===== src/rtl/mux4_rr_select_if.sv =====
// Handshake bundle between the round-robin select generator and its requesters/consumer.
// master = arbiter side, slave = requester/consumer side.
interface mux4_rr_select_if;
  logic [3:0] req_i;
  logic [1:0] sel_o;
  logic       valid_o;
  logic       ready_i;
  logic [3:0] gnt_o;

  modport master (
    input  req_i,
    input  ready_i,
    output sel_o,
    output valid_o,
    output gnt_o
  );

  modport slave (
    output req_i,
    output ready_i,
    input  sel_o,
    input  valid_o,
    input  gnt_o
  );
endinterface


===== src/rtl/mux4_rr_select.sv =====
// Four-input round-robin arbiter producing a registered, handshake-held select for a 4:1 mux.
// The select stays frozen from arbitration until the consumer accepts; the grant pulses on acceptance.
module mux4_rr_select #(
  parameter bit BackToBack = 1'b1
) (
  input  logic               clk_i,
  input  logic               rst_ni,
  mux4_rr_select_if.master   arb
);

  typedef enum logic {
    IDLE = 1'b0,
    LOCK = 1'b1
  } state_e;

  state_e     state_q, state_d;
  logic [1:0] ptr_q,   ptr_d;
  logic [1:0] sel_q,   sel_d;
  logic       valid_q, valid_d;

  logic [2:0] idle_pick;
  logic [2:0] b2b_pick;
  logic [3:0] sel_onehot;

  function automatic logic [3:0] onehot(input logic [1:0] s);
    logic [3:0] v;
    v = 4'b0001 << s;
    return v;
  endfunction

  // Result is {found, index}; scans start, start+1, ... with 2-bit wrap.
  function automatic logic [2:0] pick(input logic [3:0] req, input logic [1:0] start);
    logic [2:0] r;
    logic [1:0] idx;
    r = '0;
    for (int unsigned i = 0; i < 4; i++) begin
      idx = start + i[1:0];
      if (!r[2] && req[idx]) r = {1'b1, idx};
    end
    return r;
  endfunction

  assign sel_onehot = onehot(sel_q);
  assign idle_pick  = pick(arb.req_i, ptr_q);
  // The just-served requester is masked so it cannot take two consecutive back-to-back slots.
  assign b2b_pick   = pick(arb.req_i & ~sel_onehot, sel_q + 2'd1);

  always_comb begin
    state_d = state_q;
    ptr_d   = ptr_q;
    sel_d   = sel_q;
    valid_d = valid_q;
    case (state_q)
      IDLE: begin
        if (idle_pick[2]) begin
          sel_d   = idle_pick[1:0];
          valid_d = 1'b1;
          state_d = LOCK;
        end
      end
      LOCK: begin
        if (arb.ready_i) begin
          ptr_d = sel_q + 2'd1;
          if (BackToBack && b2b_pick[2]) begin
            sel_d = b2b_pick[1:0];
          end else begin
            valid_d = 1'b0;
            state_d = IDLE;
          end
        end
      end
      default: begin
        valid_d = 1'b0;
        state_d = IDLE;
      end
    endcase
  end

  always_ff @(posedge clk_i or negedge rst_ni) begin
    if (!rst_ni) begin
      state_q <= IDLE;
      ptr_q   <= '0;
      sel_q   <= '0;
      valid_q <= 1'b0;
    end else begin
      state_q <= state_d;
      ptr_q   <= ptr_d;
      sel_q   <= sel_d;
      valid_q <= valid_d;
    end
  end

  assign arb.sel_o   = sel_q;
  assign arb.valid_o = valid_q;
  assign arb.gnt_o   = sel_onehot & {4{valid_q & arb.ready_i}};

  a_sel_stable: assert property (@(posedge clk_i) disable iff (!rst_ni)
    (valid_q && !arb.ready_i) |=> (valid_q && (sel_q == $past(sel_q))));

  a_gnt_onehot0: assert property (@(posedge clk_i) disable iff (!rst_ni)
    $onehot0(arb.gnt_o));

endmodule


===== src/flat_wrapper.sv =====
// flat-port wrapper written by rule: the top's interface ports become plain ports
module mux4_rr_select_flat 
#(
  parameter bit BackToBack = 1'b1
)
  (clk_i, rst_ni, arb_req_i, arb_ready_i, arb_sel_o, arb_valid_o, arb_gnt_o);
  mux4_rr_select_if arb_i ();
  input  logic clk_i;
  input  logic rst_ni;
  input wire logic [$bits(arb_i.req_i)-1:0] arb_req_i;
  input wire logic [$bits(arb_i.ready_i)-1:0] arb_ready_i;
  output wire logic [$bits(arb_i.sel_o)-1:0] arb_sel_o;
  output wire logic [$bits(arb_i.valid_o)-1:0] arb_valid_o;
  output wire logic [$bits(arb_i.gnt_o)-1:0] arb_gnt_o;
  assign arb_i.req_i = arb_req_i;
  assign arb_i.ready_i = arb_ready_i;
  assign arb_sel_o = arb_i.sel_o;
  assign arb_valid_o = arb_i.valid_o;
  assign arb_gnt_o = arb_i.gnt_o;
  mux4_rr_select #(.BackToBack(BackToBack)) u_core (.clk_i(clk_i), .rst_ni(rst_ni), .arb(arb_i));
endmodule

===== config.mk =====
export PLATFORM = sky130hd
export DESIGN_NAME = mux4_rr_select_flat
export DESIGN_NICKNAME = d
export VERILOG_FILES = /design/src/rtl/mux4_rr_select_if.sv /design/src/rtl/mux4_rr_select.sv /design/src/flat_wrapper.sv
export SDC_FILE = /design/constraint.sdc
export NUM_CORES = 1
export LEC_CHECK = 0
export ABC_AREA = 1
export BUFFER_PORTS_ARGS = -buffer_cell sky130_fd_sc_hd__buf_2
export CAP_MARGIN = 10
export CORE_MARGIN = 2
export CORE_UTILIZATION = 55
export CTS_BUF_LIST = sky130_fd_sc_hd__clkbuf_8
export CTS_CLUSTER_DIAMETER = 100
export CTS_CLUSTER_SIZE = 8
export DETAILED_ROUTE_END_ITERATION = 7
export PLACE_DENSITY = 0.75
export SYNTH_ARGS = -nofsm -noshare
export SYNTH_HDL_FRONTEND = slang
export SYNTH_SLANG_ARGS = --single-unit
export TNS_END_PERCENT = 50

===== constraint.sdc =====
create_clock -name clk_i -period 2.9 [get_ports clk_i]
set_clock_uncertainty 0.1 [all_clocks]
set_input_delay 0.58 -clock clk_i [delete_from_list [all_inputs] [get_ports clk_i]]
set_output_delay 0.58 -clock clk_i [all_outputs]
set_load 0.005 [all_outputs]

### After elaboration in Yosys (flattened, before gate mapping)

Cells that the tools add are included.

* bits in registers: 6
* input bits: 7
* output and inout port bits: 7
* word-level logic and storage cells: 80

* add/subtract/negate cells: 7
* $lt $le $gt $ge: 8
* equal/unequal tests: 4
* shifts and indexed selects: 1
* mux-type cells: 36
* bitwise operators: 5
* reductions and logical operators: 15

Operator list (number)
* 2-bit by 3-bit less-than comparator with 1-bit output (second input constant): 8
* 3-bit 2-to-1 mux: 8
* 1-bit binary-select mux with 2-bit select: 8
* 1-bit 2-to-1 mux: 14
* 2-bit adder (second input constant): 4
* 4-bit AND: 2
* 2-bit by 1-bit adder with 2-bit output (second input constant): 3
* 1-bit logical AND: 6
* 1-bit zero test: 6
* 2-bit 2-to-1 mux: 3
* 2-bit inequality test (second input constant): 3
* 3-bit AND reduction: 2
* 4-bit NOT: 1
* 1-bit case mux with 2 select lines: 2
* 2-bit case mux with 2 select lines: 1
* 1-bit by 2-bit << shifter with 4-bit output (first input constant): 1
* 2-bit by 1-bit inequality test with 1-bit output (second input constant): 1
* 2-bit AND reduction: 1
* 1-bit AND: 1
* 1-bit NOT: 1

### Logic depth before layout (Yosys ltp)

* word-level depth: 18
* mapped depth: 15
* depth with buffers taken out: 14

### Least setup slack after synthesis

OpenSTA, ideal clock, no wires.

* path kind: reg-to-reg
* from: register u_core.sel_q[0] (netlist: u_core.arb.sel_o[0])
* to: register u_core.sel_q[1] (netlist: u_core.arb.sel_o[1])
* library setup time: 0.117 ns
* arrival: 1.757 ns
* data required time: 2.683 ns
* path slack: 0.926 ns
* cell stages (with the launch flop): 14
* buffers on the path: 1
* cells stage by stage: dfrtp_1 -> buf_6 -> inv_4 -> ha_1 -> inv_2 -> nand2_1 -> nand2_2 -> nand3_1 -> nand2_2 -> nand4_1 -> nand2_1 -> nand2_2 -> nand2_2 -> o21ai_2

* cells in the longest elaborated chain, start to end: 18
* elaborated cells on any way between the ends: 30

RTL lines
* start: declaration: line mux4_rr_select.sv:18 `logic [1:0] sel_q, sel_d;`
* start signal: assignment: line mux4_rr_select.sv:88 `sel_q <= sel_d;`
* parallel branches: the longest is 14 deep, another holds 2-bit by 1-bit adder with 2-bit output
* 3-bit 2-to-1 mux (*): line mux4_rr_select.sv:38 `if (!r[2] && req[idx]) r = {1'b1, idx};`
* 2-bit 2-to-1 mux: line mux4_rr_select.sv:64 `if (BackToBack && b2b_pick[2]) begin`
* 2-bit 2-to-1 mux: line mux4_rr_select.sv:62 `if (arb.ready_i) begin`
* 2-bit case mux with 2 select lines: line mux4_rr_select.sv:53 `case (state_q)`

Every way passes the cells marked *. The select of a mux whose other input is x is not followed.
A chain may end at the register's enable or synchronous reset.

### Final worst setup path

* from: register u_core.sel_q[0] (netlist: u_core.arb.sel_o[0])
* to: register u_core.sel_q[0] (netlist: u_core.arb.sel_o[0])

Same word-level chain as after synthesis.

==> flow_summary.yaml <==
run_status:
  status: "complete, no violations"
power_and_ir_drop:
  power_frac_comb_pct: 74.8
  swShare_pct: 58.30
  intPower_mw: 0.5587
  seqPwrFrac_pct: 15.8
  clockPowerShare_pct: 9.4
  switchingPower_mw: 0.7812
  peakVddDrop_v: 0.0007083
  p_per_area_nw_per_um2: 1350
  p_total_mw: 1.340
  leakagePower_nw: 0.5816
place:
  gp_congestion: 0.8817
  dp_hpwl_um: 1667
  dp_cells: 180
  port_buffers: 13
  post_dp_cell_area_um2: 950.9
timing:
  hold_viol_final: 0
  final_max_slew_viol_count: 0
  tns_ps: 0
  fmax_mhz: 418.8
  setup-violations-final: 0
  min_period_ps: 2388
  relSlewSlack_pct: 67.14
  worst_pin_slew_ps: 492.9
  grt_setup_unrepaired: "false"
  fin_hold_ws_ps: 74.14
  fin_crit_sh_pct: 82.34
floorplanning:
  core_area_um2: 1506
  die-area_um2: 1953
  start_util_pct: 58.97
  die_y_um: 44.19
  die_x_um: 44.19
  core.rowCount: 14
  io_pins: 14
detailed_routing:
  wl_um: 2122
  route.detailed.drc: 0
  first_pass_iters: 5
  post_drt_wl_per_cell_um: 11.60
  vias: 1000
  vias_per_cell: 5.464
  initialDrtViolationCount: 35
  route.antenna.remaining_nets: 0
synthesis:
  synth_top_area_share_pct: 24.93
  synth_top_family_by_area: "simple AND/OR/NAND/NOR gates"
  syn_area_per_cell_um2: 5.806
  ys_ff_latch: 6
  synth_xor_area_share_pct: 0
  muxShareOfSynthArea_pct: 0
  post_synth_and_or_nand_nor_area_fraction_pct: 60.00
  yosysWarnings: 0
  ys_seq_area_share_pct: 16.90
  synth_cells: 153
  synth_fp_nets: 164
  syn_area_um2: 888.4
  synthTopCellsByArea: "nand2_1 25%, dfrtp_1 17%, nand3_1 12%"
  synth_cell_types: 19
  synth_compound_area_share_pct: 7.042
  synthAdderAreaFrac_pct: 5.634
  yosys.area.top_type: "nand2_1"
setup_path:
  path_max_fanout: 13
  cp.required_ps: 2960
  start_kind: "flip-flop"
  critPathArrivalTime_ps: 2450
  endpoint_kind: "flip-flop"
  critical_path_class: "reg -> reg"
clock_tree:
  clk_latency_ps: 220
  post-cts-setup-buffers: 0
  clkTransAtPathRegs_ps: 40
  htreeDepth: 1
  root_buffer: "clkbuf_8"
  cts_hold_buf: 0
  cts_buffer_depth: 2
  cts_buffers: 3
  cts_tree: "yes"
  clock-sinks: 6
  cts_resized: 0
grt:
  grt_pass1_vias: 859
  grt_pass1_wl_um: 3643
  grt_usage_pct: 24.83
  grt.overflow.total: 0
  antenna_found_initial: 0
  grt_max_degree: 14
layout:
  multi_input_area_um2: 645.6
  syn_to_final_growth_pct: 11.69
  final_area_um2: 992.2
  n_antenna_cell: 0
  fillers: 146
  final-seq-area_um2: 150.1
  final_nets: 180
  final_layout_size_suffix_gt1_share_pct: 23.95
  stdcell_count: 183
min_path:
  hp-class: "in -> async"
run:
  cap_violations: 0
==> worst max-delay path, stage by stage, from the launching register on <==
cell     delay (ps)
dfrtp_1         640
inv_4           110
ha_1            390
inv_2           130
nand2_1          60
nand2_1         120
nand3_1          90
nand2_2         110
nand4_1         140
nand2_1         160
nand2_2          80
nand3_1          70
nand2_1          50
nand2_1          80
==> power groups by stage <==
stage / Clock (mW) / Sequential [mW] / Combinational [mW]
after floorplan: 0 / 0.170 / 0.851
after global placement: 0 / 0.210 / 0.960
after detailed placement: 0 / 0.211 / 0.980
after CTS: 0.127 / 0.211 / 0.995
after global routing: 0.130 / 0.219 / 1.15
final: 0.125 / 0.212 / 1.00
==> state kept, by name, indices dropped and copies added, names as in the netlist <==
register	count
u_core.arb.sel_o	2
u_core.state_q	1
u_core.arb.valid_o	1
u_core.ptr_q	2
==> layout by cell type, fill, tap and decap left out <==
cell	count
inv_4	1
nand3b_1	1
o21ai_2	3
dfrtp_1	6
a31oi_1	1
buf_2	13
nand2_2	11
nand3_2	2
inv_2	4
nor2_4	1
nand2_4	2
a21oi_1	2
inv_1	13
clkbuf_8	3
nand2_1	59
nand4_1	6
o21ai_0	4
nand3_1	22
ha_1	4
nor2_1	9
==> cells by family after synthesis <==
logic type / after synthesis
flops: 6
buf+inv: 20
compound gates: 10
fa+ha+maj: 4
simple gates: 113
==> per-stage QoR <==
stage	utilization [%]	worst slack [ps]
finish	65.86	512.2
global route	65.86	299.9
CTS	65.86	531.4
detailed placement	63.12	588.3
global placement	63.12	670.5
floorplan	-	926.2
==> metal layers <==
metal | routed length, um | track usage, % | part of all wire (%)
met1 | 1058 | 36.20 | 50
met2 | 919 | 37.65 | 43
met5 | 0 | 0 | 0
met4 | 21 | 9.091 | 0.99
met3 | 123 | 2.857 | 5.8
==> path summary, 6_finish.rpt <==
path	start	endpoint	slack [ps]	depth (start not counted)
worst max-delay path	u_core.arb.sel_o[0]$_DFFE_PN0P_	u_core.arb.sel_o[0]$_DFFE_PN0P_	510	13
worst min-delay path	rst_ni	u_core.arb.valid_o$_DFFE_PN0P_	70	1
worst max register to register	u_core.arb.sel_o[0]$_DFFE_PN0P_	u_core.arb.sel_o[0]$_DFFE_PN0P_	510	13
worst min register to register	u_core.arb.valid_o$_DFFE_PN0P_	u_core.arb.valid_o$_DFFE_PN0P_	440	2
max in group asynchronous	rst_ni	u_core.state_q$_DFF_PN0_	2480	1
min in group clk_i	u_core.arb.valid_o$_DFFE_PN0P_	u_core.arb.valid_o$_DFFE_PN0P_	440	2
==> synth_stat cells (all sizes together) <==
master	n
buf	2
dfrtp	6
a21oi	2
nor2	10
nand3	24
nand2	72
o21ai	7
nand4	6
nand3b	1
a31oi	1
ha	4
inv	18
==> cell type report <==
class	count	share of cell area (%)
multi-input cells	127	65.07
flip-flops and latches	6	15.13
inverters	18	7.062
repair buffers	13	6.557
clock buffers	3	4.161
well taps	16	2.018
(Power assumes the default switching activity.)
